<file path="src/rtl/ult_pkg.sv">
// ult_pkg: shared definitions for the HC-SR04 ultrasonic ranger.
//   ult_state_t : ranging FSM states
//   DIST_W      : width of the distance bus in centimetres
//   DIST_MAX    : saturation value, also reported on timeout
package ult_pkg;

    localparam int DIST_W = 9;
    localparam logic [DIST_W-1:0] DIST_MAX = 9'd511;

    typedef enum logic [2:0] {
        IDLE,
        TRIG,
        WAIT_RISE,
        MEASURE,
        DONE,
        TOUT
    } ult_state_t;

endpackage

</file>
<file path="src/rtl/ult_proximity.sv">
// ult_proximity: turns distance readings into the near/far proximity flag.
//   clk, rst : system clock, synchronous active-high reset
//   upd      : one-cycle strobe, distance holds a fresh reading
//   distance : reading in centimetres (DIST_MAX means nothing in range)
//   near     : registered proximity flag
// near sets at or below NEAR_CM and clears only above NEAR_CM+HYST_CM;
// readings inside the band leave it unchanged.
// Build option ULT_HIT_FILTER_EN: near sets only after HITS consecutive near
// readings and clears only after HITS consecutive far readings; a band
// reading restarts both runs. Without the macro every reading acts alone.
module ult_proximity
    import ult_pkg::*;
#(
    parameter int NEAR_CM = 10,
    parameter int HYST_CM = 2,
    parameter int HITS    = 3
) (
    input  logic              clk,
    input  logic              rst,
    input  logic              upd,
    input  logic [DIST_W-1:0] distance,
    output logic              near
);

    localparam logic [31:0] NEAR_LIM = 32'(NEAR_CM);
    localparam logic [31:0] FAR_LIM  = 32'(NEAR_CM + HYST_CM);

`ifdef ULT_HIT_FILTER_EN
    localparam bit FILTER_BUILD = 1'b1;
`else
    localparam bit FILTER_BUILD = 1'b0;
`endif
    // A filter of one hit is exactly the single-reading rule, so the run
    // counters only exist when they can change behaviour.
    localparam bit USE_FILTER = FILTER_BUILD && (HITS > 1);

    logic is_near;
    logic is_far;

    assign is_near = (32'(distance) <= NEAR_LIM);
    assign is_far  = (32'(distance) >  FAR_LIM);

    if (USE_FILTER) begin : g_filter
        localparam int RUN_W = $clog2(HITS + 1);
        localparam logic [RUN_W-1:0] RUN_MAX  = RUN_W'(HITS);
        localparam logic [RUN_W-1:0] RUN_LAST = RUN_W'(HITS - 1);

        logic [RUN_W-1:0] near_run;
        logic [RUN_W-1:0] far_run;

        always_ff @(posedge clk) begin
            if (rst) begin
                near_run <= '0;
                far_run  <= '0;
                near     <= 1'b0;
            end else if (upd) begin
                if (is_near) begin
                    far_run <= '0;
                    if (near_run != RUN_MAX) near_run <= near_run + RUN_W'(1);
                    // this reading completes the run of HITS
                    if (near_run >= RUN_LAST) near <= 1'b1;
                end else if (is_far) begin
                    near_run <= '0;
                    if (far_run != RUN_MAX) far_run <= far_run + RUN_W'(1);
                    if (far_run >= RUN_LAST) near <= 1'b0;
                end else begin
                    near_run <= '0;
                    far_run  <= '0;
                end
            end
        end
    end else begin : g_single
        always_ff @(posedge clk) begin
            if (rst) begin
                near <= 1'b0;
            end else if (upd) begin
                if (is_near)     near <= 1'b1;
                else if (is_far) near <= 1'b0;
            end
        end
    end

endmodule

</file>
<file path="src/rtl/ultrasonic_ranger.sv">
// ultrasonic_ranger: HC-SR04 controller. Fires trig once per period, times
// the echo pulse and reports the distance in centimetres plus a proximity
// flag for the tamagotchi FSM.
//   clk, rst    : system clock, synchronous active-high reset
//   echo        : sensor echo, asynchronous to clk
//   trig        : trigger pulse, high for TRIG_CYCLES
//   distance_cm : last reading, saturates at 511, 511 after a timeout
//   dist_valid  : one-cycle strobe, distance_cm was just updated
//   timeout_o   : one-cycle strobe alongside dist_valid when no valid echo
//   sens_ult    : proximity flag (hysteresis in ult_proximity)
//   led1        : copy of sens_ult
// Build option ULT_HIT_FILTER_EN enables the consecutive-hit filter inside
// ult_proximity.
// Result strobe: dist_valid is a pure one-cycle strobe with no ready/back-
// pressure; distance_cm and timeout_o are valid in that cycle and
// distance_cm then holds until the next strobe. The FSM state is kept in the
// named signal 'state' for observation.
module ultrasonic_ranger
    import ult_pkg::*;
#(
    parameter int TRIG_CYCLES    = 500,
    parameter int CYC_PER_CM     = 2900,
    parameter int PERIOD_CYCLES  = 3_000_000,
    parameter int TIMEOUT_CYCLES = 1_500_000,
    parameter int NEAR_CM        = 10,
    parameter int HYST_CM        = 2,
    parameter int HITS           = 3
) (
    input  logic              clk,
    input  logic              rst,
    input  logic              echo,
    output logic              trig,
    output logic [DIST_W-1:0] distance_cm,
    output logic              dist_valid,
    output logic              timeout_o,
    output logic              sens_ult,
    output logic              led1
);

    localparam int PER_W   = $clog2(PERIOD_CYCLES);
    localparam int TMR_MAX = (TRIG_CYCLES > TIMEOUT_CYCLES) ? TRIG_CYCLES : TIMEOUT_CYCLES;
    localparam int TMR_W   = $clog2(TMR_MAX + 1);
    localparam int SUB_W   = (CYC_PER_CM > 1) ? $clog2(CYC_PER_CM) : 1;

    localparam logic [PER_W-1:0] PER_LAST  = PER_W'(PERIOD_CYCLES - 1);
    localparam logic [TMR_W-1:0] TRIG_LAST = TMR_W'(TRIG_CYCLES - 1);
    localparam logic [TMR_W-1:0] TOUT_LAST = TMR_W'(TIMEOUT_CYCLES - 1);
    localparam logic [TMR_W-1:0] TOUT_LIM  = TMR_W'(TIMEOUT_CYCLES);
    localparam logic [SUB_W-1:0] SUB_LAST  = SUB_W'(CYC_PER_CM - 1);

    ult_state_t        state;
    logic              echo_m;
    logic              echo_s;
    logic [PER_W-1:0]  period_cnt;
    logic              start;
    logic [TMR_W-1:0]  tmr;
    logic [SUB_W-1:0]  sub_cnt;
    logic [DIST_W-1:0] cm_cnt;
    logic [SUB_W-1:0]  sub_base;
    logic [DIST_W-1:0] cm_base;
    logic [SUB_W-1:0]  sub_next;
    logic [DIST_W-1:0] cm_next;
    logic              prox_near;

    // Two-flop synchroniser for the asynchronous echo
    always_ff @(posedge clk) begin
        if (rst) begin
            echo_m <= 1'b0;
            echo_s <= 1'b0;
        end else begin
            echo_m <= echo;
            echo_s <= echo_m;
        end
    end

    // Free-running period counter; start pulses on the wrap
    always_ff @(posedge clk) begin
        if (rst)                     period_cnt <= '0;
        else if (period_cnt == PER_LAST) period_cnt <= '0;
        else                         period_cnt <= period_cnt + PER_W'(1);
    end

    assign start = (period_cnt == PER_LAST);

    // One echo-high sample advances the cm timebase. The sample that moves
    // WAIT_RISE into MEASURE counts too, so an echo of N cycles gives
    // floor(N / CYC_PER_CM) cm.
    always_comb begin
        sub_base = (state == MEASURE) ? sub_cnt : '0;
        cm_base  = (state == MEASURE) ? cm_cnt  : '0;
        sub_next = sub_base + SUB_W'(1);
        cm_next  = cm_base;
        if (sub_base == SUB_LAST) begin
            sub_next = '0;
            if (cm_base != DIST_MAX) cm_next = cm_base + DIST_W'(1);
        end
    end

    // tmr: trigger width in TRIG, rise wait in WAIT_RISE, echo width in MEASURE
    always_ff @(posedge clk) begin
        if (rst) begin
            state       <= IDLE;
            trig        <= 1'b0;
            distance_cm <= DIST_MAX;
            dist_valid  <= 1'b0;
            timeout_o   <= 1'b0;
            tmr         <= '0;
            sub_cnt     <= '0;
            cm_cnt      <= '0;
        end else begin
            dist_valid <= 1'b0;
            timeout_o  <= 1'b0;
            case (state)
                IDLE: begin
                    // a start seen in any other state is simply dropped
                    if (start) begin
                        state <= TRIG;
                        trig  <= 1'b1;
                        tmr   <= '0;
                    end
                end
                TRIG: begin
                    if (tmr == TRIG_LAST) begin
                        state <= WAIT_RISE;
                        trig  <= 1'b0;
                        tmr   <= '0;
                    end else begin
                        tmr <= tmr + TMR_W'(1);
                    end
                end
                WAIT_RISE: begin
                    if (echo_s) begin
                        state   <= MEASURE;
                        sub_cnt <= sub_next;
                        cm_cnt  <= cm_next;
                        tmr     <= TMR_W'(1);
                    end else if (tmr == TOUT_LAST) begin
                        state       <= TOUT;
                        distance_cm <= DIST_MAX;
                        dist_valid  <= 1'b1;
                        timeout_o   <= 1'b1;
                    end else begin
                        tmr <= tmr + TMR_W'(1);
                    end
                end
                MEASURE: begin
                    if (!echo_s) begin
                        state       <= DONE;
                        distance_cm <= cm_cnt;
                        dist_valid  <= 1'b1;
                    end else if (tmr == TOUT_LIM) begin
                        state       <= TOUT;
                        distance_cm <= DIST_MAX;
                        dist_valid  <= 1'b1;
                        timeout_o   <= 1'b1;
                    end else begin
                        sub_cnt <= sub_next;
                        cm_cnt  <= cm_next;
                        tmr     <= tmr + TMR_W'(1);
                    end
                end
                DONE:    state <= IDLE;
                TOUT:    state <= IDLE;
                default: state <= IDLE;
            endcase
        end
    end

    // dist_valid is high during DONE/TOUT, so sens_ult moves the cycle after
    ult_proximity #(
        .NEAR_CM (NEAR_CM),
        .HYST_CM (HYST_CM),
        .HITS    (HITS)
    ) u_proximity (
        .clk      (clk),
        .rst      (rst),
        .upd      (dist_valid),
        .distance (distance_cm),
        .near     (prox_near)
    );

    assign sens_ult = prox_near;
    assign led1     = prox_near;

endmodule

</file>
<file path="config.mk">
export PLATFORM = sky130hd
export DESIGN_NAME = ultrasonic_ranger
export DESIGN_NICKNAME = d
export VERILOG_FILES = /design/src/rtl/ult_pkg.sv /design/src/rtl/ult_proximity.sv /design/src/rtl/ultrasonic_ranger.sv
export SDC_FILE = /design/constraint.sdc
export NUM_CORES = 1
export LEC_CHECK = 0
export ABC_AREA = 0
export CORE_MARGIN = 2
export CORE_UTILIZATION = 50
export CTS_BUF_LIST = sky130_fd_sc_hd__clkbuf_4 sky130_fd_sc_hd__clkbuf_8
export CTS_CLUSTER_DIAMETER = 60
export DETAILED_ROUTE_END_ITERATION = 12
export GPL_ROUTABILITY_DRIVEN = 0
export PLACE_DENSITY = 0.64
export SETUP_SLACK_MARGIN = 0.15
export SYNTH_ARGS = -nofsm -noshare
export SYNTH_HDL_FRONTEND = slang
export SYNTH_SLANG_ARGS = --single-unit
</file>
<file path="constraint.sdc">
create_clock -name clk -period 8.9 [get_ports clk]
set_clock_uncertainty 0.15 [all_clocks]
set_input_delay 1.78 -clock clk [delete_from_list [all_inputs] [get_ports clk]]
set_output_delay 1.78 -clock clk [all_outputs]
set_load 0.005 [all_outputs]
</file>
==> results of run 1 <==
==> synth_stat cells, types with 2 or more instances <==
master     n  area (um^2)
inv_1     13         48.8
ha_1       5         62.6
buf_6      4         45.0
and3_1     7         43.8
nor2b_1    3         18.8
and2_1    11         68.8
a211o_1    2         17.5
nor2_1    58          218
or4_1     17          128
nand3_1   31          155
nor4b_1    4         35.0
or3_1      7         43.8
or2_2      2         12.5
o41ai_1    2         17.5
nor4_1     8         50.1
nand4b_1   3         26.3
o22ai_1   10         62.6
o211a_1    2         20.0
buf_4      3         22.5
o31ai_1   15          113
a311oi_1   3         26.3
a21oi_1   39          195
dfxtp_1   82         1640
xor2_1    11         96.3
o21a_1     2         15.0
nand2b_1   2         12.5
and4_1     5         43.8
nand3b_1   8         60.1
nor3_1    18         90.1
o211ai_1   3         22.5
and3b_1    3         26.3
o21ai_0   18         90.1
clkbuf_1  15         56.3
a22oi_1    2         15.0
xnor2_1   14          123
nand4_1   17          106
nand2_1   57          214
==> where the power goes <==
part           switching, mW  total, mW  leakage, nW  internal, mW
clock                  0.136      0.273       0.0987         0.137
combinational         0.0283     0.0388        0.706        0.0105
sequential           0.00507      0.375        0.662         0.370
==> state kept, by name, indices dropped and copies added (netlist names) <==
| name | flops |
|---|---|
| sub_cnt | 12 |
| dist_valid | 1 |
| u_proximity.near | 1 |
| tmr | 21 |
| echo_m | 1 |
| cm_cnt | 9 |
| trig | 1 |
| timeout_o | 1 |
| period_cnt | 22 |
| distance_cm | 9 |
| echo_s | 1 |
| state | 3 |
==> logic make-up (layout without fill, tap and decap cells) <==
| kind of cell | after synthesis | count (layout) |
|---|---|---|
| flops | 82 | 82 |
| buf+inv | 36 | 47 |
| fa+ha+maj | 5 | 5 |
| compound gates | 108 | 108 |
| simple gates | 270 | 270 |
| xor+xnor | 25 | 25 |
==> routing by layer <==
layer | global-route usage | share of wire
met1 | 0.311 | 0.51
met2 | 0.336 | 0.45
met3 | 0.0305 | 0.036
met4 | 0.0738 | 0.0066
met5 | 0 | 0
==> worst max-delay path, cell delays in order (launching register included) <==
cell	delay [ns]
dfxtp_1	0.54
and3b_1	0.57
and2_1	0.23
ha_1	0.18
nor4b_1	0.33
nand4_1	0.45
nor2_1	0.36
or4b_1	0.48
xnor2_1	0.15
nor2_1	0.05
==> layout make-up <==
| type | count | area, um^2 |
|---|---|---|
| clock inverters | 6 | 63.8 |
| inverters | 13 | 48.8 |
| fillers | 792 | 3580 |
| clock buffers | 10 | 138 |
| flip-flops and latches | 82 | 1640 |
| multi-input cells | 408 | 2430 |
| repair buffers | 18 | 175 |
| well taps | 105 | 131 |
==> worst max-delay path by stage <==
stage | from | to | cells past startpoint
CTS | rst | period_cnt[17]$_SDFF_PP0_ | 4
global route | state[0]$_SDFFE_PP0P_ | cm_cnt[5]$_SDFFE_PP0P_ | 9
floorplan | state[1]$_SDFFE_PP0P_ | cm_cnt[5]$_SDFFE_PP0P_ | 12
detailed placement | rst | period_cnt[2]$_SDFF_PP0_ | 4
finish | state[0]$_SDFFE_PP0P_ | cm_cnt[5]$_SDFFE_PP0P_ | 9
global placement | rst | period_cnt[18]$_SDFF_PP0_ | 4
==> metrics by stage <==
stage,utilization,setup slack (ns)
after floorplan,-,5.68
after global placement,0.539,4.96
after detailed placement,0.539,4.85
after CTS,0.564,5.25
after global routing,0.564,5.02
final,0.564,5.29
==> results.py, run 1 <==
metrics = {
    "placement": {
        "dp_hpwl_mm": 6.47,
        "placed_area_um2": 4430,
        "io_buffers": 16,
        "dp.cells": 626,
    },
    "critical_path": {
        "r2r_setup_slack_ns": 5.29,
        "cp.arrival_ns": 3.70,
        "cp.required_ns": 8.98,
        "critPathMaxFanout": 15,
        "r2r-start": "state[0]$_SDFFE_PP0P_",
        "timing.rr.end": "cm_cnt[5]$_SDFFE_PP0P_",
        "critPathKind": "reg2reg",
        "ff2ff_path_depth": 9,
        "worstSetupEndpointType": "register",
        "start_kind": "register",
    },
    "clock_tree": {
        "postCtsSetupBuffers": 0,
        "hold_buffers": 0,
        "cts-root-buf": "clkbuf_8",
        "htreeDepth": 3,
        "numCtsBuffers": 9,
        "clk_latency_ns": 0.35,
        "clockBufferDepth": 2,
        "postCtsResizedCells": 0,
        "clock-sinks": 82,
        "cts_tree": "built",
        "clk_pin_slew_ns": 0.08,
    },
    "yosys": {
        "synth_compound_area_frac": 0.162,
        "netlist_area_um2": 4250,
        "ys_ff_latch": 82,
        "synth_edf_count": 0,
        "netlist-cell-type-count": 57,
        "synth_top_family_by_area": "simple AND/OR/NAND/NOR gates",
        "syn-num-nets": 534,
        "synth_mux_area_frac": 0,
        "yosysSeqAreaShare": 0.387,
        "synth_adder_area_share": 0.0147,
        "async_flop_share": 0,
        "ys_warn_count": 0,
        "synth_simple_gate_area_share": 0.343,
        "synth.avg_cell_area_um2": 8.07,
        "synth_cells": 526,
        "ys.flop_type": "dfxtp_1",
        "synth-xor-area-share": 0.0516,
    },
    "hold_path": {
        "min_path_type": "reg2reg",
        "hold_end": "echo_s$_SDFF_PP0_",
        "holdPathStages": 1,
        "hp-start": "echo_m$_SDFF_PP0_",
    },
    "routing": {
        "drt-initial-drc-count": 239,
        "dr.pass1.iters": 4,
        "vias": 3808,
        "wirelength_mm": 9.46,
        "drc": 0,
        "routed_via_density": 5.93,
        "avgRoutedWirePerCell_um": 14.7,
        "antenna_left": 0,
    },
    "timing": {
        "fin_crit_ns": 3.61,
        "tightest_slew_ns": 1.16,
        "setup_violations": 0,
        "holdWs_ns": 0.299,
        "fin_tns_setup_ns": 0,
        "finalHoldViolCount": 0,
        "slew_headroom": 0.226,
        "finalCritPeriodShare": 0.406,
        "rsz0062_at_grt": "false",
        "max_freq_ghz": 0.277,
        "final_max_slew_viol_count": 0,
    },
    "floorplanning": {
        "initial_core_util": 0.517,
        "core_area_um2": 8220,
        "die_x_um": 96.2,
        "dieArea_um2": 9250,
        "io_pins": 17,
        "die_y_um": 96.2,
        "row_count": 33,
    },
    "global_route": {
        "grt_pass1_wl_mm": 16.1,
        "antenna_found_initial": 0,
        "grt_util_all_layers": 0.218,
        "grt_pass1_vias": 3454,
        "grt_max_degree": 50,
        "overflow": 0,
    },
    "cells_and_area": {
        "final_cell_mix": "dfxtp_1 (82), nor2_1 (58), nand2_1 (57)",
        "syn_to_final_growth_pct": 9.10,
        "final_cells": 642,
        "drive_gt1_frac": 0.0503,
        "antenna_cells": 0,
        "final_area_um2": 4630,
        "finalNetCount": 540,
        "final_common_cell": "dfxtp_1",
    },
    "power": {
        "total_power_mw": 0.687,
        "p_leak_nw": 1.47,
        "power_density_nw_per_um2": 148,
        "peakVddDrop_v": 0.0000973,
    },
    "outcome": {
        "status": "complete, no violations",
    },
    "run": {
        "maxCapViolCount": 0,
    },
}
(Power assumes the default switching activity.)
==> run 2, diff against run 1 <==
Settings changed: PLACE_DENSITY 0.64 to 0.66.
Clock period 8.9 ns to 3.25 ns, I/O delays scaled along.
==> run 2 against run 1 <==
Utilization up 1.2 points. Cell count up 1.2%. Combinational power rose to 3.1 times the previous value. Register-to-register slack worse by 4.9 ns. First-iteration DRC count up 27%. Clock power rose to 3.1 times the previous value. Non-clock buffer count up 8. Routed wire length up 2.9%. Via count up 2.8%. Sequential power rose to 2.7 times the previous value. Final area up 2.1%. Sequential share of layout area down 0.71 points. Critical endpoint unchanged. Highest routed layer unchanged.
==> results.py, run 2 (synthesized netlist as in run 1, its figures left out) <==
metrics = {
    "outcome": {
        "status": "complete, no violations",
    },
    "routing": {
        "wirelength_met1_mm": 4.87,
        "avgRoutedWirePerCell_um": 15.0,
        "antenna_left": 0,
        "dr.pass1.iters": 4,
        "met3_length_um": 308,
        "drc": 0,
        "drt-initial-drc-count": 303,
        "vias": 3916,
        "wirelength_mm": 9.73,
        "wl_met2_mm": 4.39,
        "top_layer_used": "met4",
        "routed_via_density": 6.02,
    },
    "power": {
        "power_density_nw_per_um2": 417,
        "switching_share": 0.236,
        "internal_power_mw": 1.51,
        "p_leak_nw": 1.52,
        "p_clk_frac": 0.422,
        "peakVddDrop_v": 0.000234,
        "p_sw_mw": 0.466,
        "seqPwrFrac": 0.517,
        "combPwrFrac": 0.061,
    },
    "run": {
        "maxCapViolCount": 0,
    },
    "clock_tree": {
        "numCtsBuffers": 9,
        "clk_pin_slew_ns": 0.08,
        "clk_latency_ns": 0.36,
        "htreeDepth": 3,
        "cts-root-buf": "clkbuf_8",
        "cts_tree": "built",
        "hold_buffers": 0,
        "clockBufferDepth": 2,
        "clock-sinks": 82,
    },
    "cells_and_area": {
        "largest_register_ff_count": 22,
        "regMostFlops": "period_cnt",
        "reg_top3": "period_cnt (22), tmr (21), sub_cnt (12)",
        "finalNetCount": 548,
        "drive_gt1_frac": 0.0697,
        "antenna_cells": 0,
        "final_common_cell": "dfxtp_1",
        "final_cells": 650,
        "final_cell_mix": "dfxtp_1 (82), nand2_1 (57), nor2_1 (57)",
        "syn_to_final_growth_pct": 11.3,
        "utilization": 0.575,
    },
    "critical_path": {
        "worstSetupEndpointType": "register",
        "start_kind": "register",
        "cp.required_ns": 3.34,
        "critPathKind": "reg2reg",
        "critPathMaxFanout": 9,
        "cp.arrival_ns": 2.97,
    },
    "floorplanning": {
        "dieArea_um2": 9250,
        "io_pins": 17,
        "core_area_um2": 8220,
        "initial_core_util": 0.517,
        "die_y_um": 96.2,
        "die_x_um": 96.2,
        "row_count": 33,
    },
    "timing": {
        "fin_tns_setup_ns": 0,
        "finalCritPeriodShare": 0.884,
        "finalHoldViolCount": 0,
        "rsz0062_at_grt": "false",
        "final_max_slew_viol_count": 0,
        "fin_crit_ns": 2.87,
        "slew_headroom": 0.290,
        "tightest_slew_ns": 1.07,
        "setup_violations": 0,
        "max_freq_ghz": 0.348,
        "holdWs_ns": 0.312,
    },
    "placement": {
        "dp_hpwl_mm": 6.73,
        "dp.cells": 634,
        "io_buffers": 16,
    },
    "hold_path": {
        "min_path_type": "reg2reg",
    },
    "global_route": {
        "grt_pass1_vias": 3591,
        "grt_pass1_wl_mm": 16.5,
        "overflow": 0,
        "grt_max_degree": 32,
        "grt_util_all_layers": 0.227,
        "antenna_found_initial": 0,
    },
}
==> run 2: changes by cell type in the layout (fill, tap and decap cells not counted) <==
| cell | before | now |
|---|---|---|
| buf_4 | 2 | 10 |
| inv_6 | 1 | 0 |
| clkbuf_4 | 0 | 1 |
| nor4b_2 | 0 | 1 |
| nor2_2 | 0 | 1 |
| nor3_2 | 0 | 1 |
| nor2_1 | 58 | 57 |
| bufinv_16 | 1 | 2 |
| clkinvlp_4 | 2 | 1 |
| nor3_1 | 18 | 17 |
| nor4b_1 | 4 | 3 |
==> run 2: worst max-delay path, stage by stage (launching register included) <==
cell and delay, ns:
dfxtp_1 0.47, and3b_1 0.41, and2_1 0.21, ha_1 0.19, nor4b_2 0.25, nand4_1 0.19
nor2_2 0.19, or4b_1 0.47, xnor2_1 0.16, nor2_1 0.06
==> run 2: timing repair <==
item / in CTS / in global routing
endpoints found under the setup margin: 0 / 2
gates resized for setup: 0 / 1
setup buffers: 0 / 0
==> run 2: final cells by class <==
class | instances | area, um^2
clock inverter | 5 | 77.6
timing repair buffer | 26 | 235
clock buffer | 11 | 145
inverter | 13 | 48.8
multi-input combinational | 408 | 2450
sequential | 82 | 1640
fill | 800 | 3490
tap | 105 | 131
==> run 2: power groups by stage <==
stage	registers, mW	clock network (mW)	logic [mW]
floorplan	1.04	0	0.0906
global placement	1.04	0	0.117
detailed placement	1.04	0	0.119
CTS	1.02	0.848	0.120
global route	1.02	0.891	0.133
finish	1.02	0.833	0.119
==> run 2: worst paths after layout <==
| path | slack (ns) | cells after the start | startpoint | end |
|---|---|---|---|---|
| worst min register to register | 0.31 | 1 | echo_m$_SDFF_PP0_ | echo_s$_SDFF_PP0_ |
| worst min-delay path | 0.31 | 1 | echo_m$_SDFF_PP0_ | echo_s$_SDFF_PP0_ |
| worst max-delay path | 0.38 | 9 | state[1]$_SDFFE_PP0P_ | cm_cnt[5]$_SDFFE_PP0P_ |
| worst max register to register | 0.38 | 9 | state[1]$_SDFFE_PP0P_ | cm_cnt[5]$_SDFFE_PP0P_ |
==> run 2: per-layer routing <==
metal	vias to the layer above	track usage
li1	1966	-
met1	1870	0.303
met2	66	0.360
met3	14	0.0462
met4	0	0.0845
met5	-	0
==> run 2: through the flow <==
stage                     setup WS [ns]  power (mW)  area, um^2
after global routing              0.209        2.05        4730
final                             0.377        1.97        4730
after detailed placement          0.441        1.16        4500
after CTS                         0.389        1.99        4720
after floorplan                   0.222        1.13        4260
after global placement            0.527        1.16        4500
